`src/rtl/muldiv_issue_ctrl.sv`:
```
// muldiv_issue_ctrl: dual-lane issue arbiter, iterative WIDTH-cycle mult/multu sequencer and HI/LO interlock stalls
// Ports: clk, reset (sync, active-high), flush aborts the in-flight op and blocks grants;
//   lane 0 (older) req0_valid/req0_sign/req0_a/req0_b/rd0, lane 1 (younger) req1_*/rd1;
//   grant0/grant1, stall0/stall1 combinational; hi/lo architectural result, busy while running,
//   done one-cycle pulse when a new hi/lo first becomes visible.
module muldiv_issue_ctrl #(
  parameter int WIDTH = 32
) (
  input  logic             clk,
  input  logic             reset,
  input  logic             flush,
  input  logic             req0_valid,
  input  logic             req0_sign,
  input  logic [WIDTH-1:0] req0_a,
  input  logic [WIDTH-1:0] req0_b,
  input  logic             rd0,
  input  logic             req1_valid,
  input  logic             req1_sign,
  input  logic [WIDTH-1:0] req1_a,
  input  logic [WIDTH-1:0] req1_b,
  input  logic             rd1,
  output logic             grant0,
  output logic             grant1,
  output logic             stall0,
  output logic             stall1,
  output logic [WIDTH-1:0] hi,
  output logic [WIDTH-1:0] lo,
  output logic             busy,
  output logic             done
);
  typedef enum logic {IDLE, RUN} state_t;
  state_t state;
  logic [WIDTH-1:0] count, mplier, selA, selB, magA, magB;
  logic [2*WIDTH-1:0] mcand, acc, accNext, prodFinal;
  logic negate, nidle, selSign;
  always_comb begin
    nidle = state != IDLE;
    stall0 = (req0_valid | rd0) & nidle;
    // lane 1 also waits behind lane 0's same-cycle multiply: structural and HI/LO RAW in one term
    stall1 = stall0 | ((req1_valid | rd1) & (nidle | req0_valid));
    grant0 = req0_valid & ~stall0 & ~flush & ~reset;
    grant1 = req1_valid & ~stall1 & ~flush & ~reset;
    selA = grant0 ? req0_a : req1_a;
    selB = grant0 ? req0_b : req1_b;
    selSign = grant0 ? req0_sign : req1_sign;
    magA = (selSign & selA[WIDTH-1]) ? -selA : selA;
    magB = (selSign & selB[WIDTH-1]) ? -selB : selB;
    // the last multiplier bit is folded in on the commit edge itself
    accNext = acc + (mplier[0] ? mcand : '0);
    prodFinal = negate ? -accNext : accNext;
  end
  always_ff @(posedge clk) begin
    if (reset) begin
      state <= IDLE;
      count <= '0;
      hi <= '0;
      lo <= '0;
      busy <= 1'b0;
      done <= 1'b0;
      acc <= '0;
      mcand <= '0;
      mplier <= '0;
      negate <= 1'b0;
    end else begin
      done <= 1'b0;
      if (state == IDLE) begin
        if (grant0 | grant1) begin
          state <= RUN;
          busy <= 1'b1;
          count <= WIDTH'(WIDTH - 1);
          acc <= '0;
          mcand <= {{WIDTH{1'b0}}, magA};
          mplier <= magB;
          negate <= selSign & (selA[WIDTH-1] ^ selB[WIDTH-1]);
        end
      end else if (flush) begin
        state <= IDLE;
        busy <= 1'b0;
      end else if (count == '0) begin
        state <= IDLE;
        busy <= 1'b0;
        {hi, lo} <= prodFinal;
        done <= 1'b1;
      end else begin
        count <= count - 1'b1;
        acc <= accNext;
        mcand <= mcand << 1;
        mplier <= mplier >> 1;
      end
    end
  end
endmodule

```
`config.mk`:
```
export PLATFORM = sky130hd
export DESIGN_NAME = muldiv_issue_ctrl
export DESIGN_NICKNAME = d
export VERILOG_FILES = /design/src/rtl/muldiv_issue_ctrl.sv
export SDC_FILE = /design/constraint.sdc
export NUM_CORES = 1
export LEC_CHECK = 0
export BUFFER_PORTS_ARGS = -buffer_cell sky130_fd_sc_hd__buf_2
export CORE_ASPECT_RATIO = 0.5
export CORE_UTILIZATION = 40
export CTS_CLUSTER_DIAMETER = 80
export DETAILED_ROUTE_END_ITERATION = 8
export MAX_ROUTING_LAYER = met4
export PLACE_DENSITY_LB_ADDON = 0.3
export SETUP_SLACK_MARGIN = 0.5
export SLEW_MARGIN = 10
export SYNTH_ARGS = -nofsm -noshare
export SYNTH_HDL_FRONTEND = slang
export SYNTH_SLANG_ARGS = --single-unit
```
`constraint.sdc`:
```
create_clock -name clk -period 13.4 [get_ports clk]
set_input_delay 0.67 -clock clk [delete_from_list [all_inputs] [get_ports clk]]
set_output_delay 0.67 -clock clk [all_outputs]
set_load 0.005 [all_outputs]
```
==> metrics <==
status complete, no violations; initial antenna violation count 3; r2r startpoint mplier[0]$_SDFFE_PP0P_; core area 45800 sq um; synthesized area 18800 sq um; Main synth FF type dfxtp_1; max incr delay on CP 0.93 ns; Syn. warnings 0; IO Port Bufs 206; post-route ant nets 0; Synth area leaders dfxtp_1 (28%), a21oi_1 (6.5%), nand2_1 (6.1%); Die Ht 155 um; Critical Path Source mplier[0]$_SDFFE_PP0P_; synth unique cells 89; cts hold-fix bufs 0; Final period util 49.4%; Max-slew headroom 24.4%; RSZ-0062 raised after global routing false; Worst setup SP type flip-flop; Setup WS pre-CTS 7.03 ns; share of cells above drive strength 1 11.9%; Post-CTS Setup Bufs 0; CTS tree done; Synth top area share 27.6%; Row Count 55; Iteration-0 DRC Markers 1870; worst r2r path cells 15; Synth async-reset ratio 0%; R2R setup slack 6.78 ns; Seq/Total Area, Yosys 27.6%; largest net degree at the start of global routing 111; Pleak 8.19 nW; slowest CP cell a2111oi_0; vias in the first global route 17600; pwr/cell area 93.1 nW/um^2; slew of the pin with the lowest slew margin 1.13 ns; Worst Path Required 13.89 ns; final setup fails 0; fmax 151 MHz; worst setup margin 6.78 ns; crit path DAT 7.11 ns; Setup Skew 0.0119 ns; Top Layer Used met4; num ports 207; crit path capture type flip-flop; PostCTS Resize Cnt 0; Layout area overhead 12.5%; total negative slack 0 ns; worst vdd ir 0.0000662 V; Total Routing Usage GR 26.2%; Worst-path clk slew 0.07 ns; reg-to-reg endpoint hi[27]$_SDFFE_PP0P_; hpwl dp 46700 um; Starting Density 41.1%; final hold vios 0; crit path cell chain buf_4 -> and2_1 -> ha_1 -> a21oi_1 -> o21ai_0 -> a2111oi_0 -> a21oi_1 -> a2111o_1 -> nand3_1 -> or4b_1 -> nor4_2 -> nand4_1 -> o21ai_0 -> xor2_1 -> a211oi_1; Routed WL 63100 um; width of the die 309 um; Final Max Slew Viols 0; average size of a mapped cell 7.35 sq um; Clock Latency Late Sink 0.58 ns; final-stage net count 2849; top cell type by total area after synthesis dfxtp_1; CP endpoint hi[27]$_SDFFE_PP0P_; via/cell ratio 5.92; Yosys reg bits 260; clock buffers created by TritonCTS 26; WL met3 4280 um; CTS Sinks 260; Pre-Repair DR Iteration Count 6; wire length per cell 19.2 um; crit path kind reg -> reg; EDFF count, synth 0; DRT met1 WL 30100 um; Synth Instances 2562; Max Root-Sink Buffers 3; DRC viols 0; first-pass GRT wire length 99500 um; HP Class in -> reg; Max-Cap Viols 0; root buffer cell clkbuf_16; met2 WL post-DR 27200 um; die area 48000 sq um; via count 19500; maximum fanout along the worst path 64; htree depth 1; global route overflow 0; Final min period 6.62 ns; RD Place Congestion 0.967; Mapped Nets 2767
-- flip-flops by register name, indices dropped and copies added, names as in the netlist --
| register | flops |
|---|---|
| done | 1 |
| mplier | 32 |
| nidle | 1 |
| count | 32 |
| negate | 1 |
| lo | 32 |
| mcand | 64 |
| busy | 1 |
| acc | 64 |
| hi | 32 |
-- power by group --
part	switching (mW)	internal, mW	total [mW]
Combinational	0.201	0.112	0.312
Clock	0.345	0.490	0.835
Sequential	0.0244	0.800	0.824
-- worst min path at each step --
stage | start | cells past startpoint | slack, ns | endpoint
global route | flush | 3 | 0.42 | busy$_SDFFE_PP0P_
detailed placement | lo[21]$_SDFFE_PP0P_ | 2 | 0.44 | lo[21]$_SDFFE_PP0P_
finish | flush | 3 | 0.40 | busy$_SDFFE_PP0P_
CTS | flush | 3 | 0.39 | busy$_SDFFE_PP0P_
global placement | lo[22]$_SDFFE_PP0P_ | 2 | 0.44 | lo[22]$_SDFFE_PP0P_
floorplan | mplier[14]$_SDFFE_PP0P_ | 2 | 0.43 | mplier[13]$_SDFFE_PP0P_
-- worst max-delay path, delay by kind of cell, from the launching register on --
| family | cells | cell delay, ns |
|---|---|---|
| xor+xnor | 1 | 0.10 |
| flops | 1 | 0.34 |
| simple gates | 5 | 2.26 |
| compound gates | 7 | 2.94 |
| fa+ha+maj | 1 | 0.34 |
| buf+inv | 1 | 0.49 |
-- through the flow --
stage                     util, %  instance area, sq um  instances  hold slack, ns  power (mW)
after floorplan                 -                 18800       2562           0.427        1.04
after detailed placement     44.1                 20200       3243           0.441        1.15
final                        46.2                 21200       3293           0.404        1.97
after global placement       44.1                 20200       3243           0.439        1.15
after global routing         46.2                 21200       3293           0.422        2.05
after CTS                    46.2                 21200       3291           0.394        1.98
-- Yosys cell counts (7+ instances only) --
master and n:
nand2_1 306, nor2_1 265, dfxtp_1 260, a21oi_1 246, clkbuf_1 156, nand3_1 127, xnor2_1 114, o21ai_0 112
xor2_1 107, nor3_1 102, and2_1 80, ha_1 67, a211oi_1 64, a31oi_1 46, nand4_1 36, mux2i_1 30
o31ai_1 30, or3_1 29, a21o_1 28, a221oi_1 28, and3_1 25, nor4_1 25, a222oi_1 19, inv_1 18
or4_1 18, a22oi_1 17, or2_2 16, o211ai_1 14, buf_1 13, o41ai_1 10, o21a_1 9, o21bai_1 9
nand2b_1 8, nor2b_1 8, o22ai_1 8, a2111oi_0 7, a21boi_0 7
-- layer usage --
| layer | GRT usage [%] | up-vias |
|---|---|---|
| met5 | - | - |
| met4 | 5.96 | 0 |
| met2 | 39.3 | 665 |
| met3 | 3.23 | 97 |
| met1 | 37.3 | 9201 |
| li1 | - | 9517 |
-- cell type report --
cell class / count / area [sq um]
clock buffers: 34 / 741
inverters: 18 / 70.1
flip-flops and latches: 260 / 5210
well taps: 627 / 785
diodes: 2 / 5.00
repair buffers: 226 / 1190
fillers: 4673 / 24600
clock inverters: 14 / 235
multi-input cells: 2112 / 13000
-- placed cells by master (no fill, tap or decap), types with 8 or more instances in the layout --
| cell type | n |
|---|---|
| nand3_1 | 127 |
| a31oi_1 | 46 |
| o21ai_0 | 112 |
| nand2_1 | 306 |
| clkbuf_16 | 26 |
| xor2_1 | 107 |
| a21oi_1 | 246 |
| ha_1 | 67 |
| a221oi_1 | 28 |
| and2_1 | 80 |
| nor4_1 | 25 |
| or4_1 | 18 |
| o21a_1 | 9 |
| nor2b_1 | 8 |
| a222oi_1 | 19 |
| buf_4 | 20 |
| a21o_1 | 28 |
| a211oi_1 | 64 |
| o22ai_1 | 8 |
| xnor2_1 | 114 |
| buf_2 | 205 |
| or2_2 | 16 |
| and3_1 | 25 |
| o31ai_1 | 30 |
| nor2_1 | 262 |
| dfxtp_1 | 259 |
| o211ai_1 | 14 |
| inv_1 | 17 |
| o21bai_1 | 9 |
| nand4_1 | 36 |
| or3_1 | 29 |
| o41ai_1 | 10 |
| a22oi_1 | 17 |
| mux2i_1 | 30 |
| nor3_1 | 102 |
-- logic make-up (layout without fill, tap and decap cells) --
family / Yosys count / in the layout / synth area share, %
simple gates: 1088 / 1088 / 27.9
xor+xnor: 221 / 221 / 10.3
flops: 260 / 260 / 27.6
mux: 31 / 31 / 1.65
compound gates: 704 / 704 / 24.2
other cells: 0 / 2 / 0
buf+inv: 190 / 292 / 3.84
fa+ha+maj: 68 / 68 / 4.56
No activity file was read; power rests on OpenSTA's default activity.
